`config.mk`:
```
export PLATFORM = sky130hd
export DESIGN_NAME = program_sequencer
export DESIGN_NICKNAME = d
export VERILOG_FILES = /design/src/rtl/program_sequencer.sv
export SDC_FILE = /design/constraint.sdc
export NUM_CORES = 1
export LEC_CHECK = 0
export ABC_AREA = 1
export CAP_MARGIN = 0
export CORE_MARGIN = 2
export CORE_UTILIZATION = 35
export DETAILED_ROUTE_END_ITERATION = 7
export GPL_TIMING_DRIVEN = 0
export PLACE_DENSITY_LB_ADDON = 0.08
export SLEW_MARGIN = 20
export SYNTH_ARGS = -nofsm -noshare
export SYNTH_HDL_FRONTEND = slang
export SYNTH_SLANG_ARGS = --single-unit
```
`constraint.sdc`:
```
create_clock -name clk -period 2.4 [get_ports clk]
set_input_delay 0.48 -clock clk [delete_from_list [all_inputs] [get_ports clk]]
set_output_delay 0.48 -clock clk [all_outputs]
set_load 0.1 [all_outputs]
```
`src/rtl/program_sequencer.sv`:
```
// Program counter sequencer with a LIFO return-address stack, halt state and
// sticky overflow/underflow flags. Priority each edge: reset > halted > stall > op.
module program_sequencer #(
  parameter int                ADDR_W      = 8,
  parameter int                STACK_DEPTH = 4,
  parameter logic [ADDR_W-1:0] RESET_ADDR  = '0
) (
  input  logic                               clk,
  input  logic                               reset,
  input  logic                               stall,
  input  logic [2:0]                         op,
  input  logic [ADDR_W-1:0]                  target,
  input  logic [ADDR_W-1:0]                  offset,
  output logic [ADDR_W-1:0]                  pc,
  output logic [$clog2(STACK_DEPTH+1)-1:0]   depth,
  output logic                               halted,
  output logic                               err_ovf,
  output logic                               err_unf
);

  localparam int            DW   = $clog2(STACK_DEPTH + 1);
  localparam logic [DW-1:0] FULL = DW'(STACK_DEPTH);

  typedef enum logic [2:0] {
    OP_INC   = 3'b000,
    OP_JUMP  = 3'b001,
    OP_BRREL = 3'b010,
    OP_CALL  = 3'b011,
    OP_RET   = 3'b100,
    OP_HALT  = 3'b101
  } op_e;

  logic [ADDR_W-1:0] pc_q, pc_d;
  logic [DW-1:0]     depth_q, depth_d;
  logic              halted_q, halted_d;
  logic              ovf_q, ovf_d;
  logic              unf_q, unf_d;
  logic              push_en;
  logic [ADDR_W-1:0] pc_inc;
  logic [ADDR_W-1:0] top_entry;
  logic [ADDR_W-1:0] stack_q [STACK_DEPTH];

  assign pc_inc = pc_q + ADDR_W'(1);

  // Only the entry just below depth is visible; stale entries above it are never selected.
  always_comb begin
    top_entry = '0;
    for (int i = 0; i < STACK_DEPTH; i++) begin
      if (depth_q == DW'(i + 1)) top_entry = stack_q[i];
    end
  end

  always_comb begin
    pc_d     = pc_q;
    depth_d  = depth_q;
    halted_d = halted_q;
    ovf_d    = ovf_q;
    unf_d    = unf_q;
    push_en  = 1'b0;
    if (!halted_q && !stall) begin
      case (op)
        OP_JUMP:  pc_d = target;
        OP_BRREL: pc_d = pc_q + offset;
        OP_CALL: begin
          if (depth_q == FULL) begin
            ovf_d = 1'b1;
          end else begin
            push_en = 1'b1;
            depth_d = depth_q + DW'(1);
            pc_d    = target;
          end
        end
        OP_RET: begin
          if (depth_q == '0) begin
            unf_d = 1'b1;
          end else begin
            pc_d    = top_entry;
            depth_d = depth_q - DW'(1);
          end
        end
        OP_HALT:  halted_d = 1'b1;
        default:  pc_d = pc_inc;
      endcase
    end
  end

  always_ff @(posedge clk or posedge reset) begin
    if (reset) begin
      pc_q     <= RESET_ADDR;
      depth_q  <= '0;
      halted_q <= 1'b0;
      ovf_q    <= 1'b0;
      unf_q    <= 1'b0;
      for (int i = 0; i < STACK_DEPTH; i++) stack_q[i] <= '0;
    end else begin
      pc_q     <= pc_d;
      depth_q  <= depth_d;
      halted_q <= halted_d;
      ovf_q    <= ovf_d;
      unf_q    <= unf_d;
      for (int i = 0; i < STACK_DEPTH; i++) begin
        if (push_en && depth_q == DW'(i)) stack_q[i] <= pc_inc;
      end
    end
  end

  assign pc      = pc_q;
  assign depth   = depth_q;
  assign halted  = halted_q;
  assign err_ovf = ovf_q;
  assign err_unf = unf_q;

endmodule

```
; After elaboration in Yosys (flattened, before gate mapping)
; Cells that the tools add are included.
[classes]
n_reduce_logical = 14
mux = 13
add_sub_neg = 4
bitwise = 1
n_eq_ne = 11
[op_table]
columns = operator, count
row1 = 8-bit two-way mux, 6
row2 = 8-bit one-hot mux with 5 select lines, 1
row3 = "3-bit by 2-bit == test with 1-bit output, second input constant", 4
row4 = "3-bit == test, second input constant", 3
row5 = "8-bit by 1-bit adder with 8-bit output, second input constant", 1
row6 = 8-bit adder, 1
row7 = 4-bit AND reduction, 2
row8 = "3-bit by 1-bit == test with 1-bit output, second input constant", 2
row9 = 3-bit two-way mux, 2
row10 = 3-bit one-hot mux with 2 select lines, 1
row11 = 3-bit AND reduction, 2
row12 = 1-bit logical AND, 5
row13 = "2-bit inequality test, second input constant", 2
row14 = "3-bit by 1-bit adder with 3-bit output, second input constant", 1
row15 = 3-bit logical NOT, 1
row16 = 1-bit two-way mux, 3
row17 = "3-bit by 1-bit subtractor with 3-bit output, second input constant", 1
row18 = 1-bit logical NOT, 2
row19 = 2-bit AND reduction, 1
row20 = 2-bit nonzero test, 1
row21 = 1-bit inverter, 1
[totals]
regBits = 46
inputBits = 22
out_inout_bits = 14

; Logic depth before layout (Yosys ltp)
; Gate-level depths: netlist of the first run.
[depth]
ltp_word = 7
depth_mapped = 12
ltp_nobuf = 12

; Least setup slack after synthesis of the first run
; Ideal clock, no wire load.
[synth_path]
path_type = flip-flop to flip-flop
start = reg depth_q[0] (netlist: depth[0])
end = reg pc_q[2] (netlist: pc[2])
required_ps = 2279
path_buffers = 1
t_arrival_ps = 2268
path_stages_with_launch = 12
slack_ps = 11
synth_period_minus_slack_ps = 2389
cell_sequence = dfrtp_1 > inv_1 > ha_1 > nand2_2 > inv_1 > nand2_1 > nand2_2 > nor2_4 > buf_6 > nand4_1 > nor2_1 > nor2_1
[synth_between]
elab_chain_cells = 7
word_cells_on_any_way = 14
cone_classes = 6 x eq/ne / 6 x mux / 2 x reduce/logical
[synth_rtl]
columns = element, line_no
row1 = "start, declared", 34  ; logic [DW-1:0] depth_q, depth_d;
row2 = "start signal, assigned", 97  ; depth_q <= depth_d;
row3 = 3-bit by 1-bit == test with 1-bit output, 49  ; if (depth_q == DW'(i + 1)) top_entry = stack_q[i];
row4 = 8-bit two-way mux (4 in a row), 49
row5 = 8-bit two-way mux, 74  ; if (depth_q == '0) begin
row6 = 8-bit one-hot mux with 5 select lines, 61  ; case (op)
row7 = "end signal, assigned", 96  ; pc_q <= pc_d;
row8 = "end, declared", 33  ; logic [ADDR_W-1:0] pc_q, pc_d;
; Several ways; a longest one is shown, not always the timed one. The select of a mux whose other input is x is not followed.
; A chain may end at the register's enable or synchronous reset.

; Final worst setup path of the first run
[layout_path]
start = reg depth_q[0] (netlist: depth[0])
end = out depth[0]
[layout_lines]
columns = element, line_no
row1 = "end, declared", 15  ; output logic [$clog2(STACK_DEPTH+1)-1:0] depth,
; No word-level cell between the ends.

==> results.txt, run 1 <==
Among all cell types in the netlist, the one instantiated most often is sky130_fd_sc_hd__nand2_1. The worst register-to-register path has a depth of 10. Across the run, the number of max-cap violations was 0. Setup violations remaining at the end of the flow were counted as 0. At the worst endpoint, the arrival time is 1.87 ns.

Classification of the worst-slack hold path: flop to flop. After filler insertion, the fill cell instance count of the layout stands at 876. The number of nets still failing antenna checks after routing was 0; the part of the cycle the worst path needs was 97.8%. For the via count of the first global-routing pass, the log shows 2525. The type of the worst setup path is flop to primary output.

The number of warnings reported in the yosys synthesis log came out at 0. The buffering stage count on the worst path with inverters included came out at 1. At the end of the flow, the number of nets in the layout was 495. From left edge to right edge, the die measures 95.3 um. Once the clock tree was built, the setup fixing pass inserted 0 buffers. The run gives 0.642 mV as the largest vdd supply drop. In the final layout, flip-flops and latches occupy 1150 um^2. Library cell with the largest summed area after synthesis: sky130_fd_sc_hd__dfrtp_1.

TritonCTS built the clock tree. The run gives 0 as the count of pins over their slew limit. The number of antenna violations at the first check in global routing was 0; the number of nets in the synthesized netlist was 452. From synthesis to final layout, the design area changed by 20.2%. In this run the clock root is driven by a sky130_fd_sc_hd__clkbuf_8. The worst setup slack after layout came out at 0.0529 ns. After synthesis the netlist holds a flip-flop and latch count of 46. The run finished with clean final reports. Across the routed clock network, the largest skew measured is 0.00937 ns. The global router's overall resource usage was 17.7%.

The signal on the critical path passes through clkdlybuf4s50_1. The worst setup path is captured at a primary output. The instance count along the most critical hold path was 1; the static leakage was 1.80 nW. The run gives 30 as the count of cell types in the netlist. The number of buffers inserted during clock tree synthesis is 5, and the share of synthesized registers carrying an async set or reset is 100%. The number of top-level pins came out at 36. Among cell families on the critical path, the largest total delay comes from buffers and inverters.

The fraction of final layout cells with drive strength greater than 1 works out to 7.19%. The path length in cells of the critical path is 1, and the shortest period the worst path allows is 2.35 ns. Summing internal, switching and leakage power gives 3.97 mW. Setup repair after global routing left no endpoint under its margin. By area the synthesized netlist is led by sky130_fd_sc_hd__dfrtp_1, sky130_fd_sc_hd__nand2_1, sky130_fd_sc_hd__inv_1.

The number of vias per cell came out at 4.77. Standard-cell row count: 33. Total count of hold-check failures in the final report: 0. The run gives 2 as the level count of the clock H-tree. The number of buffers inserted by port buffering was 35; the worst-case clock buffer depth was 2. Sequential elements use 39.4% of the synthesized area. The initial standard-cell utilization of the core is 35.9%. The average wire length per cell after detail routing works out to 13.4 um.

The logs give 2692 for the via total after detailed routing and 0.31 ns for the clock insertion delay at the later pin of the skew report. The slowest stage of the critical path belongs to the cell sky130_fd_sc_hd__clkdlybuf4s50_1. Average size of a mapped cell: 7.04 um^2.

For this design the ratio of total power to cell area is 1130 nW/um^2. On the worst path, the slowest cell contributes a delay of 1.16 ns. Counting every instance in the synthesized netlist gives 415.

Summing all multi-input logic gate instances after layout gives 1500 um^2. In the routed design, unresolved DRC markers number 0. The tools report the total die area as 9090 um^2. The share of synthesized area in the top cell type comes to 39.4%. The final weighted congestion in routability-driven placement is 0.811, and the pin count of the biggest net entering global routing is 26. The diode insertion count for antenna repair came out at 0. After the first detailed-routing iteration, the DRC count stood at 115. The peak clock frequency supported by timing came out at 426 MHz. For the post-detailed-placement cell area, the log shows 3420 um^2.

In this run the worst path has a maximum fanout of 4. At the pin with the least slew margin, the transition time is 0.970 ns. The wire length of the first global-routing pass was 12.3 mm.

The count of flip-flops with a built-in enable after synthesis is 0. The commonest cells after synthesis are sky130_fd_sc_hd__nand2_1, sky130_fd_sc_hd__inv_1, sky130_fd_sc_hd__dfrtp_1. After legalization and detailed placement, the total HPWL measured 5.89 mm. The worst pin sits at a relative slew slack of 35.1%.

The worst endpoint required time was 1.92 ns; the final instance area was 3510 um^2. For this run, the detailed router's first-pass iteration total came to 4. In this run the vertical extent of the chip is 95.3 um. In this run the cell area of the synthesized design comes to 2920 um^2. The tools report the kind of start point of the critical path as a flop. After clock tree synthesis, the clock-pin slew on the worst setup and hold paths is 0.09 ns. The prevailing post-synth register cell is sky130_fd_sc_hd__dfrtp_1. The CTS sink count is 46. Prior to clock tree synthesis, the placed netlist has a worst setup slack of 0.0663 ns. The routed wire length is 7.55 mm, and the placeable core region is 8130 um^2.

For this run the aggregate overflow at the end of global routing stands at 0.
-- repair_timing --
action | CTS | global route
hold buffers | 0 | 0
setup endpoints to repair | 9 | 3
gates resized for setup | 9 | 2
-- metrics by stage --
| step | util [%] | setup TNS (ns) | hold WS (ns) | instances |
|---|---|---|---|---|
| floorplan | - | 0 | 0.446 | 415 |
| finish | 43.2 | 0 | 0.481 | 564 |
| CTS | 43.1 | 0 | 0.486 | 564 |
| global placement | 41.8 | -11.78 | 0.460 | 555 |
| global route | 43.2 | 0 | 0.513 | 564 |
| detailed placement | 42.1 | 0 | 0.458 | 556 |
-- metal layers --
| metal | up-vias | GRT usage (%) | part of all wire, % |
|---|---|---|---|
| met3 | 7 | 2.92 | 3.2 |
| met5 | - | 0 | 0 |
| met2 | 36 | 27.6 | 45 |
| met4 | 0 | 4.71 | 0.95 |
| li1 | 1387 | - | - |
| met1 | 1262 | 25.3 | 51 |
-- placed cells by master, fill, tap and decap left out, types with 2 or more instances in the layout --
master / netlist / final
sky130_fd_sc_hd__a21oi_1: 11 / 11
sky130_fd_sc_hd__a31oi_1: 2 / 2
sky130_fd_sc_hd__buf_2: 5 / 5
sky130_fd_sc_hd__clkbuf_8: 0 / 6
sky130_fd_sc_hd__clkdlybuf4s50_1: 0 / 25
sky130_fd_sc_hd__dfrtp_1: 46 / 46
sky130_fd_sc_hd__dlygate4sd2_1: 0 / 9
sky130_fd_sc_hd__ha_1: 14 / 14
sky130_fd_sc_hd__inv_1: 58 / 57
sky130_fd_sc_hd__inv_2: 4 / 5
sky130_fd_sc_hd__nand2_1: 131 / 131
sky130_fd_sc_hd__nand2_2: 5 / 5
sky130_fd_sc_hd__nand3_1: 32 / 32
sky130_fd_sc_hd__nand3_2: 2 / 2
sky130_fd_sc_hd__nand4_1: 4 / 4
sky130_fd_sc_hd__nor2_1: 39 / 38
sky130_fd_sc_hd__nor2_2: 1 / 2
sky130_fd_sc_hd__o21ai_0: 28 / 28
sky130_fd_sc_hd__o21ai_1: 11 / 11
sky130_fd_sc_hd__o21bai_1: 2 / 2
sky130_fd_sc_hd__xnor2_1: 2 / 2
sky130_fd_sc_hd__xor2_1: 7 / 7
-- cell type report --
| type | count | area share [%] |
|---|---|---|
| timing repair buffer | 36 | 10.3 |
| clock buffer | 6 | 2.35 |
| tap | 105 | 3.74 |
| multi-input combinational | 300 | 42.7 |
| sequential | 46 | 32.8 |
| clock inverter | 2 | 0.356 |
| inverter | 62 | 6.63 |
| buffer | 7 | 1.14 |
-- state kept, by name (all words and copies together), names as in the netlist --
name,count
pc,8
stack_q,32
halted,1
err_unf,1
depth,3
err_ovf,1
-- cell families after synthesis --
kind of cell | Yosys count | share of synthesized area (%)
and+or+nand+nor | 219 | 31.5
buffers and inverters | 69 | 9.34
AOI/OAI and AO/OA | 57 | 10.3
DFF | 46 | 39.4
adders and majority gates | 15 | 6.68
xor gates and xnor gates | 9 | 2.70
-- where the power goes --
group	internal [mW]	leakage (nW)	total (mW)	switching [mW]
clock	0.232	0.0472	0.511	0.279
sequential	0.927	0.575	1.12	0.194
combinational	0.612	1.18	2.33	1.72
total	1.77	1.80	3.97	2.20
-- worst paths after layout --
| check | start | slack [ns] | end |
|---|---|---|---|
| max in group asynchronous | reset | 1.35 | stack_q[16] |
| max | depth[0] | 0.05 | depth[0] |
| min | err_ovf | 0.48 | err_ovf |
| max reg2reg | depth[2] | 0.27 | pc[7] |
| min in group asynchronous | reset | 0.53 | err_ovf |
| min reg2reg | err_ovf | 0.48 | err_ovf |
Power figures use the tool's default switching activity.
==> inputs of run 2 (changes only) <==
Settings changed: CORE_ASPECT_RATIO set to 0.75.
==> run 2 against run 1 <==
Maximum frequency increased by 2.0%. Sequential cell count unchanged. Hold slack got worse by 0.031 ns. Sequential power about the same. Global-route usage decreased by 0.050 points. Count of clock-buffer cells in the layout increased by 1.
==> results.txt, run 2 (synthesized netlist as in run 1, its figures left out) <==
In this run, the number of DRC markers left after iteration 0 of detailed routing was 193. Net switching is 54.0% of the power. After detailed routing, the number of vias per cell comes to 4.78.

Buffers inserted to repair hold after CTS numbered 0. The clock insertion delay at the later pin of the skew report is 0.31 ns. Once layout is complete, the utilization of the core stands at 44.1%. The routed design has 7.46 mm of wire. The tools report the diode insertion count for antenna repair as 0. The number of antenna violations at the first check in global routing came out at 0.

The count of fill cells added during filler insertion was 864; the average wire length per cell after detail routing was 13.2 um. At the worst endpoint, the arrival time is 1.82 ns. Highest fanout seen on the critical path: 3. The total area of multi-input combinational cells was 1500 um^2. The area used by sequential logic in the layout was 1150 um^2; the buffering stage count on the worst path with inverters included was 1.

Once detailed placement completed, the half-perimeter wirelength came to 5.92 mm. The via total after detailed routing was 2695. The remaining max-slew budget at the tightest pin came out at 35.3%. Per report_power, the clock group accounts for 14.4% of the total. The buffer type at the clock tree root was sky130_fd_sc_hd__clkbuf_8. Register with the most flip-flops: stack_q. Setup violations remaining at the end of the flow were counted as 0. IR analysis of the VDD net gives a maximum drop of 0.632 mV. After floorplanning, the core was sized to cover 7990 um^2.

For the finished layout, the period the worst path requires is 2.30 ns. The tools report the DRC violation count after routing as 0. For this design the total switching power over the nets is 2.18 mW. After layout, the design draws a total of 4.04 mW.

The largest single stage delay on the critical path is 1.14 ns. The library cells used most frequently in the layout, excluding fill and tap cells, are sky130_fd_sc_hd__nand2_1, sky130_fd_sc_hd__inv_1, sky130_fd_sc_hd__dfrtp_1, sky130_fd_sc_hd__nor2_1, sky130_fd_sc_hd__nand3_1. Setup repair after global routing left no endpoint under its margin. Of the total power, combinational logic draws 57.8%.

The worst setup path is launched from a flop. For the total count of hold-check failures in the final report, the log shows 0. In the final layout, the share of cells above drive strength 1 is 6.54%. Number of buffers inserted by port buffering: 35. The total die area was 9100 um^2; the post-layout net count was 495.

The sum of overflow across all layers after global routing came out at 0. CTS saw 46 sinks. The endpoint class of the critical path was a primary output. The tools report the via count of the first global-routing pass as 2495.

The run gives 1.92 ns as the worst endpoint required time. The H-tree was split into 2 levels. The pin count of the biggest net entering global routing was 33. The global router's overall resource usage is 17.6%, and the chip height is 83.1 um. The final weighted congestion in routability-driven placement is 0.791, and the count of pins over their slew limit is 0. The standard-cell row count was 28. The cell with the largest stage delay on the worst path is sky130_fd_sc_hd__clkdlybuf4s50_1. The part of the power in registers came out at 27.8%. The type of the worst setup path is flop to primary output. The register with the most flip-flops in the layout has 32 of them.

The start point of the critical path was halted. The worst hold path belongs to the class primary input to asynchronous set/reset pin. TritonCTS built the clock tree. The post-cts sizing count was 8. Setup total negative slack on the finished layout was measured at 0 ns.

The area growth from synthesis to layout is 20.7%. The post-CTS repair timing setup buffer count was 0; the horizontal die dimension was 109 um. After layout, the worst path uses 95.8% of the clock period.

Dividing total power by cell area gives a power density of 1150 nW/um^2. After clock tree synthesis, the clock-pin slew on the worst setup and hold paths is 0.09 ns. The length of the first detailed-routing pass in iterations is 4, and the static leakage is 1.82 nW. The internal power of the cells totals 1.86 mW.

The detail route stage leaves a number of antenna-violating nets equal to 0. The critical path goes through clkdlybuf4s50_1. The worst clock skew on the final layout was 0.00992 ns; the transition time at the pin with the least slew margin was 0.968 ns.

For the number of buffers inserted during clock tree synthesis, the log shows 5. During I/O placement, the number of pins put on the boundary was 36. Based on the critical path, the design can be clocked at up to 435 MHz. Across the run, the number of max-cap violations was 0. The worst-case clock buffer depth came out at 2. The kind of cell with the highest combined delay along the critical path is buffers and inverters. The worst register-to-register path begins at depth[2].

Once the floorplan was initialized, standard cells occupied 36.6% of the core. The flow ran to the end, and the final reports show no timing, DRC or antenna violations. Leaving out fill and tap cells, the most frequent cell in the layout is sky130_fd_sc_hd__nand2_1.

The wire length of the first global-routing pass is 12.5 mm.
## run 2: layout make-up
cell class	count	area share, %
Clock buffer	7	2.16
Timing Repair Buffer	36	10.4
Buffer	7	1.14
Clock inverter	1	0.852
Inverter	62	6.60
Sequential cell	46	32.6
Multi-Input combinational cell	300	42.4
Tap cell	105	3.73
## run 2: per-stage QoR
step	worst slack [ns]	cells	cell area [um^2]	hold slack [ns]
3_5_place_dp	0.0641	556	3420	0.465
4_1_cts	0.0118	564	3520	0.461
5_1_grt	0.0448	564	3530	0.498
2_1_floorplan	0.0109	415	2920	0.446
3_3_place_gp	-0.242	555	3400	0.460
6_report	0.100	564	3530	0.450
## run 2: worst register-to-register path, cell delays in order (launching register included)
cell and delay, ns:
sky130_fd_sc_hd__dfrtp_1 0.46, sky130_fd_sc_hd__inv_2 0.16, sky130_fd_sc_hd__ha_1 0.16, sky130_fd_sc_hd__clkbuf_1 0.40
sky130_fd_sc_hd__inv_1 0.28, sky130_fd_sc_hd__nand3_1 0.14, sky130_fd_sc_hd__nand2_1 0.08, sky130_fd_sc_hd__a21oi_1 0.14
sky130_fd_sc_hd__nand3_1 0.09, sky130_fd_sc_hd__nand2_1 0.06, sky130_fd_sc_hd__inv_1 0.04
## run 2: worst paths after layout
check / end / slack (ns) / cells after the start
setup / recovery: halted / 0.10 / 1
hold / removal: stack_q[1] / 0.45 / 2
setup reg to reg: pc[7] / 0.30 / 10
hold reg to reg: stack_q[16] / 0.48 / 2
max in group asynchronous: depth[2] / 1.45 / 3
min in group clk: stack_q[16] / 0.48 / 2
## run 2: power groups by stage
stage	logic (mW)	registers [mW]	clock network, mW
after floorplan	1.08	1.82	0
after global placement	2.38	1.14	0
after detailed placement	2.39	1.14	0
after CTS	2.35	1.13	0.603
after global routing	2.57	1.15	0.643
final	2.34	1.12	0.582
## run 2: per-layer routing
metal	vias up	GRT usage [%]	routed length [um]
met2	54	23.5	2980
met3	8	3.14	347
li1	1390	-	-
met1	1243	28.6	4050
met4	0	4.49	82
met5	-	0	0
==> inputs of run 3 (changes only) <==
Settings changed: CORE_ASPECT_RATIO 0.75 to not set, CORE_MARGIN 2 to 1.
==> run 3 against run 2 <==
Via count down 0.15%. Highest routed layer unchanged. Clock power down 19%. Critical endpoint is now pc[7]. Setup slack worse by 0.034 ns. Cell count down 0.71%. Clock skew down 0.0018 ns. Largest cell class unchanged. Design area down 0.92%. Critical path depth unchanged. First-iteration DRC count down 35%.
==> results.txt, run 3 (synthesized netlist as in run 1, its figures left out) <==
Clock tree synthesis inserted a total of 5 buffers. Level count of the clock H-tree: 2. The smallest clock period supported by the final layout is computed as 2.33 ns. In this run the static leakage power is 1.81 nW.

Clock latency on the worst-skew pair, taken at its later pin, is 0.30 ns. Peak clock frequency supported by timing: 428 MHz. Number of antenna violations at the first check in global routing: 0. The floorplan has 32 rows. In the finished design, the share of the clock period the worst path needs comes to 97.3%.

Using the TritonRoute via totals, the vias-per-cell ratio works out to 4.81. Leaving out fill and tap cells, the most frequent cell in the layout is sky130_fd_sc_hd__nand2_1. The type of the worst setup path was flop to primary output.

IR analysis of the VDD net gives a maximum drop of 0.670 mV. The pre-antenna-repair detailed-routing pass consisted of 5 iterations. Setup repair after global routing left no endpoint under its margin.

On the critical path, the stage with the largest delay is an instance of sky130_fd_sc_hd__clkdlybuf4s50_1. The tools report the placeable core region as 7890 um^2. The cell total after placement was 553; the data arrival time of the worst path was 1.85 ns. The final hold slack is 0.485 ns. TritonCTS built the clock tree. The run gives 13.1 mm as the wire length of the first global-routing pass.

The worst setup path is launched from a flop. In this run, the number of DRC markers left after iteration 0 of detailed routing was 126. In the layout the commonest cells are sky130_fd_sc_hd__nand2_1, sky130_fd_sc_hd__inv_1, sky130_fd_sc_hd__dfrtp_1, sky130_fd_sc_hd__nor2_1, sky130_fd_sc_hd__nand3_1.

Detailed placer's ending HPWL: 5.80 mm. Dividing the detail-routed wire length by the instance count gives 13.3 um. The register with the most flip-flops in the final layout is stack_q. The flow ran to the end, and the final reports show no timing, DRC or antenna violations. For the diode insertion count for antenna repair, the log shows 0. At the end of routability-driven placement, the weighted congestion stood at 0.833.

The CTS sink count is 46. STA classifies the critical path endpoint as a primary output. The logs give 560 for the filler-free cell count of the finished design and 36 for the number of top-level pins. The detailed router placed 2691 vias in this run. The ratio of total power to cell area is 1130 nW/um^2, and the worst-case clock buffer depth is 2. The classification of the worst-slack hold path is flop to flop.

Of the cells placed in the final design, the portion with a size suffix greater than 1 is 6.77%. In this run the vertical extent of the chip is 93.3 um. From synthesis to final layout, the design area changed by 19.6%. The post-detailed-placement cell area was 3420 um^2; the number of buffers inserted by hold repair at cts was 0. The max capacitance violation total was 0. The fraction of met1 tracks used by global routing was 27.9%; the worst endpoint required time was 1.92 ns. For the pin with the worst max-slew slack, the measured transition is 0.978 ns. Once the floorplan was initialized, standard cells occupied 37.0% of the core. The count of pins over their slew limit was 0. Met2 demand-to-capacity share in global routing: 30.6%. The global-route track usage on met3 came out at 2.68%.

The buffering stage count on the worst path with inverters included is 1. The total count of hold-check failures in the final report was 0; the post-layout net count was 495. Total power for the finished layout comes to 3.93 mW. The cell sitting at the root of the clock tree is a sky130_fd_sc_hd__clkbuf_8. The DRC violation count after routing is 0, and the number of nets still failing antenna checks after routing is 0.

The critical path goes through clkdlybuf4s50_1. Number of buffers inserted by port buffering: 35. The logs give 0 for the final count of negative-setup-slack endpoints and 19.3% for the global router's overall resource usage.

The highest fanout seen on the critical path is 4, and the sum of overflow across all layers after global routing is 0. Entering global routing, the biggest net connects 25 pins. The most used routing layer is met2.

For the routed wire length, the log shows 7.46 mm. For the count of fill cells added during filler insertion, the log shows 834. The logs give 34.6% for the remaining max-slew budget at the tightest pin and 0 ns for the setup TNS. On the final layout, the worst clock skew is 0.00809 ns. Clock-pin slew was measured on the worst setup and hold paths at 0.09 ns. The flip-flop count of the largest register after layout is 32, and the total die area is 8710 um^2. Once the clock tree was built, the setup fixing pass inserted 0 buffers. The kind of cell with the highest combined delay along the critical path is buffers and inverters. The die is 93.3 um wide. For this run, the slowest stage of the critical path takes 1.15 ns. The via count of the first global-routing pass is 2678. Once layout is done, the placed cells without fillers occupy 3490 um^2.
## run 3: metal layers
| layer | wire length [um] | up-vias |
|---|---|---|
| met1 | 3710 | 1242 |
| met4 | 86 | 0 |
| met2 | 3330 | 49 |
| met5 | 0 | - |
| met3 | 334 | 9 |
| li1 | - | 1391 |
## run 3: final cells by class
class | instances | area (um^2) | share of cell area (%)
Multi-Input combinational cell | 300 | 1500 | 42.8
Sequential cell | 46 | 1150 | 33.0
Timing Repair Buffer | 36 | 367 | 10.5
Inverter | 62 | 233 | 6.66
Tap cell | 102 | 128 | 3.65
Clock buffer | 5 | 68.8 | 1.97
Buffer | 7 | 40.0 | 1.15
Clock inverter | 2 | 10.0 | 0.287
## run 3: power by group
part | internal (mW) | total, mW | leakage [nW] | switching, mW
combinational | 0.623 | 2.34 | 1.19 | 1.72
sequential | 0.927 | 1.12 | 0.575 | 0.194
clock | 0.196 | 0.470 | 0.0438 | 0.274
total | 1.75 | 3.93 | 1.81 | 2.19
## run 3: worst paths after layout
kind	startpoint	slack (ns)	endpoint	cells past startpoint
max	pc[7]	0.07	pc[7]	1
min	err_unf	0.49	err_unf	1
max reg2reg	depth[2]	0.27	pc[7]	10
min reg2reg	err_unf	0.49	err_unf	1
max in group asynchronous	reset	1.36	pc[1]	3
min in group asynchronous	reset	0.52	err_ovf	2
## run 3: what timing repair did
| item | CTS | global route |
|---|---|---|
| setup endpoints to repair | 7 | 2 |
| gates resized for setup | 7 | 2 |
| hold endpoints to repair | 0 | 0 |
## run 3: stage by stage
step / utilization (%) / worst slack, ns
after global routing: 44.3 / 0.0115
after floorplan: - / 0.0109
after CTS: 44.2 / 0.0122
after detailed placement: 43.3 / 0.0753
final: 44.3 / 0.0658
after global placement: 43.1 / -0.253
==> RTL edit 1, RTL diff (config.mk and constraints of run 2) <==
Reset style: synchronous (`reset`), changed in one clocked block.
--- a/src/rtl/program_sequencer.sv
+++ b/src/rtl/program_sequencer.sv
@@ -85,5 +85,5 @@
   end
 
-  always_ff @(posedge clk or posedge reset) begin
+  always_ff @(posedge clk) begin
     if (reset) begin
       pc_q     <= RESET_ADDR;
Formal check against the unedited RTL: differs if reset is asserted again (counterexample within 4 cycles, from zero or initial values and one cycle with reset high); with reset held inactive, the same outputs for 10 cycles.
==> RTL edit 1 against run 2 <==
Cell area increased by 3.7%. Sequential share of layout area increased by 1.4 points. Setup slack got worse by 0.052 ns. Clock skew decreased by 0.0067 ns. Global-route usage decreased by 1.2 points. Die area increased by 2.4%. Area after synthesis increased by 2.5%. Sequential cell count unchanged. Wire length decreased by 1.4%. Largest cell class unchanged.
Power is not compared: it rests on default switching activity, and its combinational part moved more than twofold at a synthesized area within 25%.
==> RTL edit 1: results (changes against run 2) <==
run status=complete, no violations (unchanged); Worst R2R End=stack_q[3][4]$_SDFFCE_PN0P_ (was pc[7]$_DFFE_PP0P_); dpl hpwl=5.65 mm (was 5.92 mm); Reg clk slew, reported paths=0.06 ns (was 0.09 ns); Fmax=425 MHz (was 435 MHz); max FFs per register=32 (unchanged); met2 wire length=2.98 mm (about the same); Commonest cells post-synth=nand2_1, nor2_1, inv_1 (was nand2_1, inv_1, dfrtp_1); Worst Tran Pin Value=0.962 ns (was 0.968 ns); CTS root buf=clkbuf_16 (was clkbuf_8); Post-synth EDFFs=32 (was 0); M1 WL=4.03 mm (was 4.05 mm); cell count after synthesis=409 (was 415); per-cell routed wire length=13.1 um (was 13.2 um); largest stage delay on the critical path=1.17 ns (was 1.14 ns); largest net degree at the start of global routing=15 (was 33); placed cell areas=0.00348 mm^2 (was 0.00342 mm^2); Cell variety after synth=31 (was 30); worst reg2reg path startpoint=depth[2]$_SDFFE_PP0P_ (was depth[2]$_DFFE_PP0P_); Post-CTS Resized=4 (was 8); setup slack after placement=-0.297 ns (was 0.0641 ns); fraction of layout cells with a size suffix above 1=6.83% (was 6.54%); total track usage=16.4% (was 17.6%); Crit Path Max Fanout=6 (was 3); syn nets=446 (was 452); sequential area share after synthesis=41.5% (was 39.4%); first-pass GRT wire length=12.1 mm (was 12.5 mm); Most flops, register=stack_q (unchanged); met3 WL post-DR=307 um (was 347 um); Async SR Flop Fraction=0% (was 100%); gpl congestion=0.831 (was 0.791); vias in the first global route=2379 (was 2495); clk_lat worst skew=0.29 ns (was 0.31 ns); Synth area leaders=edfxtp_1, nand2_1, nor2_1 (was dfrtp_1, nand2_1, inv_1); worst clock skew=0.00320 ns (was 0.00992 ns); wirelength, routed=7.36 mm (was 7.46 mm); Multi-input gate area=0.00151 mm^2 (was 0.00150 mm^2); met3 Track Usage GR=3.56% (was 3.14%); met1 GRT Util=25.0% (was 28.6%); Cells after DPL=552 (was 556); via/cell ratio=4.62 (was 4.78); met2 usage=23.9% (was 23.5%); initial DRC count=170 (was 193); crit path launch=pc[4]$_SDFFE_PP0P_ (was halted$_DFFE_PP0P_)
==> RTL edit 1: cell count changes in the layout (fill, tap and decap cells not counted), moves of 7 or more <==
cell	change
dfrtp_1	-46
nor2_1	+38
edfxtp_1	+32
o21ai_0	-15
dfxtp_1	+11
o21ai_1	-10
nand2_1	-7
==> RTL edit 1: kinds of logic (layout without fill, tap and decap cells) <==
logic type / after synthesis / after routing / share of synthesized area, %
compound gates: 29 / 29 / 5.23
xor+xnor: 5 / 5 / 1.46
fa+ha+maj: 15 / 15 / 6.52
buf+inv: 63 / 108 / 8.15
flops: 46 / 46 / 41.5
simple gates: 251 / 251 / 37.2
==> RTL edit 1: area by class of cell <==
type                            instances  share of cell area, %
Buffer                                  7                  0.924
Clock buffer                            5                   3.42
Clock inverter                          3                  0.445
Inverter                               56                   5.85
Multi-Input combinational cell        300                   41.3
Sequential cell                        46                   34.1
Tap cell                              108                   3.70
Timing Repair Buffer                   37                   10.3
==> RTL edit 2, RTL diff (config.mk and constraints of run 2) <==
Without the edit above. Change the parameter `ADDR_W` from 8 to 9.
--- a/src/rtl/program_sequencer.sv
+++ b/src/rtl/program_sequencer.sv
@@ -2,5 +2,5 @@
 // sticky overflow/underflow flags. Priority each edge: reset > halted > stall > op.
 module program_sequencer #(
-  parameter int                ADDR_W      = 8,
+  parameter int                ADDR_W      = 9,
   parameter int                STACK_DEPTH = 4,
   parameter logic [ADDR_W-1:0] RESET_ADDR  = '0
Interface: changed (resized offset, pc and target); port bits go from 36 to 39. No check against the original RTL was run, so the function may have changed too.
==> RTL edit 2 against run 2 <==
Area after synthesis up 14%. Synthesized cell count rose by 10%. Combinational power up 20%. Setup slack is essentially flat. Critical path depth unchanged. Cell count rose by 12%. Clock skew down 0.0037 ns. Total power increased by 25%. Via count up 8.1%. Wire length is 13% higher. Cell area grew 14%. Sequential cell count increased by 5. Critical path type unchanged. Critical endpoint is now depth[0].
==> RTL edit 2: results (changes against run 2) <==
initial DRC count=204 (was 193); post-synthesis mux area share=0% (unchanged); Peak supply drop=752 uV (was 632 uV); CTS root buf=clkbuf_16 (was clkbuf_8); met2 wire length=3.47 mm (was 2.98 mm); Commonest cells post-synth=nand2_1, inv_1, dfrtp_1 (unchanged); met1 GRT Util=26.7% (was 28.6%); met2 usage=25.6% (was 23.5%); Pleak=0.00205 uW (was 0.00182 uW); port buffer count=38 (was 35); M1 WL=4.48 mm (was 4.05 mm); Synth area leaders=dfrtp_1, nand2_1, inv_1 (unchanged); Adder-Cell Fraction of Synth Area=6.25% (was 6.68%); Crit Path Max Fanout=4 (was 3); Filler cells=963 (was 864); fraction of layout cells with a size suffix above 1=10.1% (was 6.54%); fin nets=543 (was 495); XOR/XNOR Fraction of Synth Area=2.37% (was 2.70%); vias in the first global route=2734 (was 2495); sequential area share after synthesis=38.4% (was 39.4%); Reg2Reg Setup Slack=0.32 ns (was 0.30 ns); run status=complete, no violations (unchanged); via/cell ratio=4.61 (was 4.78); cell count after synthesis=458 (was 415); gpl congestion=0.817 (was 0.791); first-pass GRT wire length=13.8 mm (was 12.5 mm); CP max-delay cell=clkdlybuf4s50_1 (unchanged); drt pass-1 iters=5 (was 4); hold slack final=0.479 ns (was 0.450 ns); wirelength, routed=8.46 mm (was 7.46 mm); met3 Track Usage GR=3.15% (was 3.14%); met3 WL post-DR=424 um (was 347 um); Cell variety after synth=32 (was 30); Reg clk slew, reported paths=0.07 ns (was 0.09 ns); placed cell areas=0.00387 mm^2 (was 0.00342 mm^2); Synth Area in Compound Gates=12.2% (was 10.3%); post-layout min period=2.30 ns (about the same); worst clock skew=0.00624 ns (was 0.00992 ns); total track usage=17.5% (was 17.6%); max FFs per register=36 (was 32); Routed Antenna Nets=0 (unchanged); syn nets=498 (was 452); Rel. slew slack=35.2% (was 35.3%)
==> RTL edit 2: cell types whose count changed after synthesis, moves of 4 or more <==
| cell | before | now |
|---|---|---|
| o21ai_0 | 28 | 32 |
| nand2_1 | 131 | 137 |
| inv_1 | 58 | 62 |
| inv_2 | 4 | 8 |
| dfrtp_1 | 46 | 51 |
| nor2_4 | 1 | 6 |
| o211ai_1 | 0 | 6 |
| nor2_1 | 39 | 34 |
| a21oi_1 | 11 | 18 |
==> RTL edit 2: final timing paths <==
kind,from,end,cells after the start
min in group asynchronous,reset,stack_q[26]$_DFFE_PP0P_,2
worst min register to register,err_unf$_DFFE_PP0P_,err_unf$_DFFE_PP0P_,1
worst min-delay path,err_unf$_DFFE_PP0P_,err_unf$_DFFE_PP0P_,1
worst max register to register,depth[0]$_DFFE_PP0P_,pc[0]$_DFFE_PP0P_,10
worst max-delay path,depth[0]$_DFFE_PP0P_,depth[0],1
max in group asynchronous,reset,depth[0]$_DFFE_PP0P_,2
==> RTL edit 2: repair_timing <==
action	in CTS	in global routing
cloned	0	0
endpoints found under the setup margin	9	2
gates resized for setup	9	2
hold buffers	0	0
==> RTL edit 2: cell type report <==
type	count	area, um^2	share of cell area, %
multi-input cells	328	1710	42.5
flip-flops and latches	51	1280	31.7
repair buffers	38	374	9.27
inverters	72	278	6.89
well taps	128	160	3.97
clock buffers	6	139	3.44
plain buffers	7	55.1	1.36
clock inverters	2	35.0	0.868
==> RTL edit 2: power breakdown <==
part / switching [uW] / internal (uW)
Clock: 343 / 520
Sequential: 255 / 1140
Combinational: 2010 / 788
Total: 2600 / 2450
==> RTL edit 2: kinds of logic after synthesis <==
family | after synthesis
adders and majority gates | 16
and+or+nand+nor | 229
AOI/OAI and AO/OA | 74
xor gates and xnor gates | 9
buffers and inverters | 79
DFF | 51
